`config.mk`:
```
export PLATFORM = sky130hd
export DESIGN_NAME = imm_ext_pipe_flat
export DESIGN_NICKNAME = d
export VERILOG_FILES = /design/src/rtl/imm_ext_pipe_pkg.sv /design/src/rtl/imm_ext_pipe_if.sv /design/src/rtl/imm_ext_pipe_comb.sv /design/src/rtl/imm_ext_pipe.sv /design/src/flat_wrapper.sv
export SDC_FILE = /design/constraint.sdc
export NUM_CORES = 1
export LEC_CHECK = 0
export CAP_MARGIN = 15
export CORE_MARGIN = 8
export CORE_UTILIZATION = 30
export DETAILED_ROUTE_END_ITERATION = 16
export GPL_ROUTABILITY_DRIVEN = 0
export PLACE_DENSITY = 0.52
export SYNTH_ARGS = -nofsm -noshare
export SYNTH_HDL_FRONTEND = slang
export SYNTH_SLANG_ARGS = --single-unit
```
`constraint.sdc`:
```
create_clock -name clk -period 3 [get_ports clk]
set_clock_uncertainty 0.05 [all_clocks]
set_input_delay 0.6 -clock clk [delete_from_list [all_inputs] [get_ports clk]]
set_output_delay 0.6 -clock clk [all_outputs]
set_load 0.02 [all_outputs]
```
`src/rtl/imm_ext_pipe_pkg.sv`:
```
// Shared immediate-extension types and widths for the decode/operand path.
// Latency: n/a (declarations only).
// Backpressure: n/a.
package mips_imm_pkg;

  localparam int IMM16_W      = 16;  // raw MIPS immediate width
  localparam int WORD_W       = 32;  // datapath word width
  localparam int BR_SHIFT_DEF = 2;   // word-aligned branch offset shift

  typedef enum logic [1:0] {
    IMM_SIGN   = 2'd0,
    IMM_ZERO   = 2'd1,
    IMM_UPPER  = 2'd2,
    IMM_BRANCH = 2'd3
  } imm_mode_t;

endpackage

```
`src/rtl/imm_ext_pipe_if.sv`:
```
// Valid/ready bundle for the immediate extender: decode-side beat in, operand-side beat out.
// Latency: n/a (wiring only).
// Backpressure: in_ready / out_ready, transfer on valid & ready at the rising edge.
// Ports: in_valid/in_ready/in_imm/in_mode/in_tag (upstream), out_valid/out_ready/out_data/out_tag/out_trunc (downstream).
interface imm_ext_pipe_if #(
  parameter int IN_W  = 16,
  parameter int OUT_W = 32,
  parameter int TAG_W = 5
);
  import mips_imm_pkg::*;

  logic             in_valid;
  logic             in_ready;
  logic [IN_W-1:0]  in_imm;
  imm_mode_t        in_mode;
  logic [TAG_W-1:0] in_tag;

  logic             out_valid;
  logic             out_ready;
  logic [OUT_W-1:0] out_data;
  logic [TAG_W-1:0] out_tag;
  logic             out_trunc;

  // Environment side: drives input beats and downstream ready.
  modport master (
    output in_valid, in_imm, in_mode, in_tag, out_ready,
    input  in_ready, out_valid, out_data, out_tag, out_trunc
  );

  // Extender side.
  modport slave (
    input  in_valid, in_imm, in_mode, in_tag, out_ready,
    output in_ready, out_valid, out_data, out_tag, out_trunc
  );

endinterface

```
`src/rtl/imm_ext_pipe_comb.sv`:
```
// Combinational immediate extender: sign / zero / upper / branch modes with truncation detect.
// Latency: 0 cycles (pure combinational).
// Backpressure: none.
// Ports: imm_i (raw immediate), mode_i (extension mode) -> data_o (OUT_W result), trunc_o (significant bits lost).
module imm_ext_comb
  import mips_imm_pkg::*;
#(
  parameter int IN_W     = IMM16_W,
  parameter int OUT_W    = WORD_W,
  parameter int BR_SHIFT = BR_SHIFT_DEF
) (
  input  logic [IN_W-1:0]  imm_i,
  input  imm_mode_t        mode_i,
  output logic [OUT_W-1:0] data_o,
  output logic             trunc_o
);

  if (OUT_W < IN_W) begin : g_bad_out_w
    $error("imm_ext_comb: OUT_W must be >= IN_W");
  end
  if (IN_W < 2) begin : g_bad_in_w
    $error("imm_ext_comb: IN_W must be >= 2");
  end
  if (BR_SHIFT < 0 || BR_SHIFT > 4) begin : g_bad_shift
    $error("imm_ext_comb: BR_SHIFT must be in 0..4");
  end

  // UPPER is formed in 2*IN_W bits; widen to OUT_W when the output is wider still.
  localparam int UP_W = (2 * IN_W > OUT_W) ? 2 * IN_W : OUT_W;
  // BRANCH is wide enough that no shifted-out bit is ever lost before the check.
  localparam int BR_W = IN_W + BR_SHIFT + OUT_W;

  logic [OUT_W-1:0] sext;
  logic [OUT_W-1:0] zext;
  logic [UP_W-1:0]  up_wide;
  logic [BR_W-1:0]  br_wide;

  always_comb begin
    sext            = {OUT_W{imm_i[IN_W-1]}};
    sext[IN_W-1:0]  = imm_i;
    zext            = '0;
    zext[IN_W-1:0]  = imm_i;
    up_wide                   = '0;
    up_wide[2*IN_W-1:IN_W]    = imm_i;
    br_wide                   = {BR_W{imm_i[IN_W-1]}};
    br_wide[IN_W-1:0]         = imm_i;
    br_wide                   = br_wide << BR_SHIFT;

    data_o  = sext;
    trunc_o = 1'b0;
    case (mode_i)
      IMM_SIGN:  data_o = sext;
      IMM_ZERO:  data_o = zext;
      IMM_UPPER: begin
        data_o  = up_wide[OUT_W-1:0];
        trunc_o = |(up_wide >> OUT_W);
      end
      IMM_BRANCH: begin
        data_o  = br_wide[OUT_W-1:0];
        // Result still represents the value iff every dropped bit repeats the new sign bit.
        trunc_o = (br_wide[BR_W-1:OUT_W] != {(BR_W - OUT_W){br_wide[OUT_W-1]}});
      end
    endcase
  end

endmodule

```
`src/rtl/imm_ext_pipe.sv`:
```
// Pipelined immediate extender: one output register plus one skid register, strict FIFO order.
// Latency: 1 cycle (accept at edge N, out_valid after edge N); 1 beat/cycle with out_ready=1.
// Backpressure: in_ready = skid empty & not in reset, so it only depends on registered state.
// Ports: clk, reset (sync, active-high), bus (slave modport of imm_ext_pipe_if).
module imm_ext_pipe
  import mips_imm_pkg::*;
#(
  parameter int IN_W     = IMM16_W,
  parameter int OUT_W    = WORD_W,
  parameter int BR_SHIFT = BR_SHIFT_DEF,
  parameter int TAG_W    = 5
) (
  input  logic           clk,
  input  logic           reset,
  imm_ext_pipe_if.slave  bus
);

  logic [OUT_W-1:0] ext_data;
  logic             ext_trunc;

  imm_ext_comb #(
    .IN_W     (IN_W),
    .OUT_W    (OUT_W),
    .BR_SHIFT (BR_SHIFT)
  ) u_ext (
    .imm_i   (bus.in_imm),
    .mode_i  (bus.in_mode),
    .data_o  (ext_data),
    .trunc_o (ext_trunc)
  );

  logic             main_vld_q,   main_vld_d;
  logic [OUT_W-1:0] main_data_q,  main_data_d;
  logic [TAG_W-1:0] main_tag_q,   main_tag_d;
  logic             main_trunc_q, main_trunc_d;
  logic             skid_vld_q,   skid_vld_d;
  logic [OUT_W-1:0] skid_data_q,  skid_data_d;
  logic [TAG_W-1:0] skid_tag_q,   skid_tag_d;
  logic             skid_trunc_q, skid_trunc_d;

  logic push;
  logic pop;

  assign bus.in_ready  = ~skid_vld_q & ~reset;
  assign bus.out_valid = main_vld_q;
  assign bus.out_data  = main_data_q;
  assign bus.out_tag   = main_tag_q;
  assign bus.out_trunc = main_trunc_q;

  assign push = bus.in_valid & bus.in_ready;
  assign pop  = main_vld_q & bus.out_ready;

  always_comb begin
    main_vld_d   = main_vld_q;
    main_data_d  = main_data_q;
    main_tag_d   = main_tag_q;
    main_trunc_d = main_trunc_q;
    skid_vld_d   = skid_vld_q;
    skid_data_d  = skid_data_q;
    skid_tag_d   = skid_tag_q;
    skid_trunc_d = skid_trunc_q;

    // Pop first: main refills from skid if it holds the next-oldest beat.
    if (pop) begin
      main_vld_d   = skid_vld_q;
      main_data_d  = skid_data_q;
      main_tag_d   = skid_tag_q;
      main_trunc_d = skid_trunc_q;
      skid_vld_d   = 1'b0;
    end

    // push implies skid was empty, so a pop leaves main free for the new beat.
    if (push) begin
      if (!main_vld_q || pop) begin
        main_vld_d   = 1'b1;
        main_data_d  = ext_data;
        main_tag_d   = bus.in_tag;
        main_trunc_d = ext_trunc;
      end else begin
        skid_vld_d   = 1'b1;
        skid_data_d  = ext_data;
        skid_tag_d   = bus.in_tag;
        skid_trunc_d = ext_trunc;
      end
    end
  end

  always_ff @(posedge clk) begin
    if (reset) begin
      main_vld_q   <= 1'b0;
      main_data_q  <= '0;
      main_tag_q   <= '0;
      main_trunc_q <= 1'b0;
      skid_vld_q   <= 1'b0;
      skid_data_q  <= '0;
      skid_tag_q   <= '0;
      skid_trunc_q <= 1'b0;
    end else begin
      main_vld_q   <= main_vld_d;
      main_data_q  <= main_data_d;
      main_tag_q   <= main_tag_d;
      main_trunc_q <= main_trunc_d;
      skid_vld_q   <= skid_vld_d;
      skid_data_q  <= skid_data_d;
      skid_tag_q   <= skid_tag_d;
      skid_trunc_q <= skid_trunc_d;
    end
  end

endmodule

```
`src/flat_wrapper.sv`:
```
// flat-port wrapper written by rule: the top's interface ports become plain ports
module imm_ext_pipe_flat import mips_imm_pkg::*;
#(
  parameter int IN_W     = IMM16_W,
  parameter int OUT_W    = WORD_W,
  parameter int BR_SHIFT = BR_SHIFT_DEF,
  parameter int TAG_W    = 5
)
  (clk, reset, bus_in_valid, bus_in_imm, bus_in_mode, bus_in_tag, bus_out_ready, bus_in_ready, bus_out_valid, bus_out_data, bus_out_tag, bus_out_trunc);
  imm_ext_pipe_if #(.IN_W(IN_W), .OUT_W(OUT_W), .TAG_W(TAG_W)) bus_i ();
  input  logic clk;
  input  logic reset;
  input wire logic [$bits(bus_i.in_valid)-1:0] bus_in_valid;
  input wire logic [$bits(bus_i.in_imm)-1:0] bus_in_imm;
  input wire logic [$bits(bus_i.in_mode)-1:0] bus_in_mode;
  input wire logic [$bits(bus_i.in_tag)-1:0] bus_in_tag;
  input wire logic [$bits(bus_i.out_ready)-1:0] bus_out_ready;
  output wire logic [$bits(bus_i.in_ready)-1:0] bus_in_ready;
  output wire logic [$bits(bus_i.out_valid)-1:0] bus_out_valid;
  output wire logic [$bits(bus_i.out_data)-1:0] bus_out_data;
  output wire logic [$bits(bus_i.out_tag)-1:0] bus_out_tag;
  output wire logic [$bits(bus_i.out_trunc)-1:0] bus_out_trunc;
  assign bus_i.in_valid = bus_in_valid;
  assign bus_i.in_imm = bus_in_imm;
  assign bus_i.in_mode = bus_in_mode;
  assign bus_i.in_tag = bus_in_tag;
  assign bus_i.out_ready = bus_out_ready;
  assign bus_in_ready = bus_i.in_ready;
  assign bus_out_valid = bus_i.out_valid;
  assign bus_out_data = bus_i.out_data;
  assign bus_out_tag = bus_i.out_tag;
  assign bus_out_trunc = bus_i.out_trunc;
  imm_ext_pipe #(.IN_W(IN_W), .OUT_W(OUT_W), .BR_SHIFT(BR_SHIFT), .TAG_W(TAG_W)) u_core (.clk(clk), .reset(reset), .bus(bus_i));
endmodule
```
==> metrics.md <==
| Metric | Value |
|---|---|
| Status | `complete, no violations` |
| Register area share after synthesis | `~41%` |
| Crit Reg-Reg Endpoint | `u_core.bus.out_data[26]$_SDFF_PP0_` |
| Pins over their slew limit | `0` |
| Drt pass-1 iters | `4` |
| CTS max path bufs | `2` |
| Total gr overflow | `0` |
| Hold-fix buffers, CTS | `0` |
| Relative slew slack | `about half` |
| Critical path required time | `roughly 3.1 ns` |
| Maximum vdd drop | `around 0.25 mV` |
| Worst Hold Depth | `2` |
| Routed Antenna Nets | `0` |
| Endpoint, Worst Hold | `u_core.skid_data_q[31]$_SDFFE_PP0P_` |
| Vias post-DR | `3417` |
| Worst hold path type | `reg2reg` |
| DP HPWL | `7750 µm` |
| Mapped Nets | `~440` |
| Filler cells | `~1300` |
| PwrDens | `approximately 530 nW/µm²` |
| Vias in the first global route | `around 3400` |
| Nets | `just under 500` |
| Initial antenna violation count | `0` |
| H-tree levels | `3` |
| Pre-CTS WS | `between 0.3 and 0.4 ns` |
| Clk Latency, worst-skew pair | `0.34 ns` |
| Ys async rst share | `0%` |
| Worst setup EP type | `flip-flop` |
| Commonest cells after routing, fill and taps aside | `dfxtp_1 (77), clkdlybuf4s50_1 (65), a21oi_1 (52)` |
| Worst reg-to-reg setup slack | `0.99 ns` |
| Initial Util | `a little under a third` |
| CTS buffer count | `9` |
| Via density | `around 5.4` |
| Max-cap violations | `0` |
| Post-synth top area share | `40.8%` |
| Warnings from Yosys | `0` |
| Routed wire per std cell | `between 15 and 20 µm` |
| Starting DRC count in detailed routing | `between 200 and 300` |
| IO Port Bufs | `66` |
| Die Area | `between 15000 and 20000 µm²` |
| Critical Path AT | `between 2 and 2.5 ns` |
| CTS tree | `yes` |
| Area grow syn2layout | `27.6%` |
| Yosys top cell by area | `dfxtp_1` |
| Slowest stage delay, CP | `between 0.6 and 0.7 ns` |
| Mapped Area | `approximately 3800 µm²` |
| Synth cell types | `29` |
| Final worst slack | `between 0.7 and 0.8 ns` |
| Highest clock rate | `around 450 MHz` |
| Setup crit start kind | `input port` |
| Synth area leaders | `dfxtp_1 (41%), a211oi_1 (9.5%), a21oi_1 (6.9%)` |
| Reg-to-reg startpoint | `u_core.bus.out_valid$_SDFF_PP0_` |
| Commonest non-fill, non-tap cell in the layout | `dfxtp_1` |
| RSZ-0062 raised after global routing | `no` |
| Total GRT Usage | `between 10 and 15%` |
| Sink Count | `77` |
| # diodes | `0` |
| Flops & latches, synth | `77` |
| Tmin final | `between 2 and 2.5 ns` |
| Worst-path maximum fanout | `27` |
| Final Setup Violations | `0` |
| Synth Instances | `between 400 and 500` |
| CP max stage cell | `clkdlybuf4s50_1` |
| Clock-pin slew on the worst setup and hold paths | `roughly 0.060 ns` |
| Total routed wirelength | `11800 µm` |
| Worst R2R Path Depth | `5` |
| Mapped Avg Cell Area | `just over 9 µm²` |
| Die Y | `128 µm` |
| Fin util | `about two fifths` |
| Area of the multi-input gates | `1940 µm²` |
| Post-synth EDFFs | `0` |
| Worst Min Path Start | `u_core.skid_data_q[31]$_SDFFE_PP0P_` |
| Root Buffer Master | `clkbuf_16` |
| Worst hold margin | `about 0.43 ns` |
| First-pass GRT wire length | `roughly 19000 µm` |
| Row Count | `between 40 and 50` |
| P_leak | `roughly 1.7 nW` |
| CP Cell Sequence | `clkdlybuf4s50_1, nand2_1, buf_12, a221oi_1, a211oi_2` |
| Final period utilization | `74.5%` |
| Setup TNS | `0 ns` |
| Crit path kind | `in2reg` |
| Largest net degree at the start of global routing | `67` |
| Most used flip-flop cell after synthesis | `dfxtp_1` |
| Layout cells sized above 1 | `roughly 10%` |
| Post-cts resize count | `0` |
| Die Wd | `128 µm` |
| Post-CTS setup buffers | `0` |
| Worst-margin pin slew | `~0.73 ns` |
| Final hold violations | `0` |
| # DRC | `0` |
| Top-level I/O count | `67` |
| Core ar. | `about 12000 µm²` |
| Storage cell area | `1540 µm²` |
[state kept, by name, indices dropped and copies added, names as in the netlist]
register	cells
u_core.bus.out_tag	5
u_core.skid_data_q	32
u_core.skid_vld_q	1
u_core.skid_tag_q	5
u_core.bus.out_trunc	1
u_core.bus.out_valid	1
u_core.bus.out_data	32
[layer usage]
| layer | routed length, µm | GRT usage (%) |
|---|---|---|
| met1 | 5880 | 20.3 |
| met2 | 5050 | 21.3 |
| met3 | 676 | 3.91 |
| met4 | 174 | 5.24 |
| met5 | 0 | 0 |
[per-stage QoR]
step / power (mW) / cell area, µm² / cells
after floorplan: 1.41 / 3770 / 412
after global placement: 1.60 / 4550 / 615
after detailed placement: 1.60 / 4550 / 615
after CTS: 2.59 / 4820 / 629
after global routing: 2.68 / 4820 / 629
final: 2.57 / 4820 / 629
[worst max-delay path by stage]
stage	startpoint	end	slack, ns
floorplan	reset	bus_in_ready	0.94
finish	bus_out_ready	u_core.bus.out_data[26]$_SDFF_PP0_	0.76
detailed placement	bus_out_ready	u_core.bus.out_data[26]$_SDFF_PP0_	0.39
CTS	bus_out_ready	u_core.bus.out_data[26]$_SDFF_PP0_	0.75
global route	bus_out_ready	u_core.bus.out_data[13]$_SDFF_PP0_	0.61
global placement	bus_out_ready	u_core.bus.out_data[19]$_SDFF_PP0_	0.47
[cells in the mapped netlist (all sizes together) (8+ instances only)]
master and count:
a311oi 8, nor2b 17, mux2i 16, nand3 17
clkbuf 21, o21a 15, nand2 10, a21oi 52
and3 30, a221oi 29, o21ai 9, buf 33
a211oi 58, dfxtp 77
[worst max-delay path, delay by kind of cell]
kind                   cells  cell delay [ns]
and+or+nand+nor            1             0.38
AOI/OAI and AO/OA          2             0.39
buffers and inverters      2             0.99
[layout make-up]
class | instances | share of cell area [%]
Clock buffer | 12 | 5.33
Clock inverter | 2 | 0.208
Inverter | 1 | 0.0779
Multi-Input combinational cell | 280 | 40.3
Sequential cell | 77 | 32.0
Tap cell | 172 | 4.47
Timing Repair Buffer | 85 | 17.6
[cell families (layout without fill, tap and decap cells)]
group                  count (synthesis)  count (layout)  synth area share, %
AO/OA/AOI/OAI                        172             172                 32.7
flip-flops                            77              77                 40.8
multiplexers                          16              16                 4.24
buffers and inverters                 55             100                 7.99
AND/OR/NAND/NOR                       92              92                 14.2
[power by group]
part | switching [mW] | internal, mW
combinational | 0.269 | 0.204
sequential | 0.0279 | 1.07
clock | 0.404 | 0.593
Note: power is estimated with default switching activity, not from simulation.
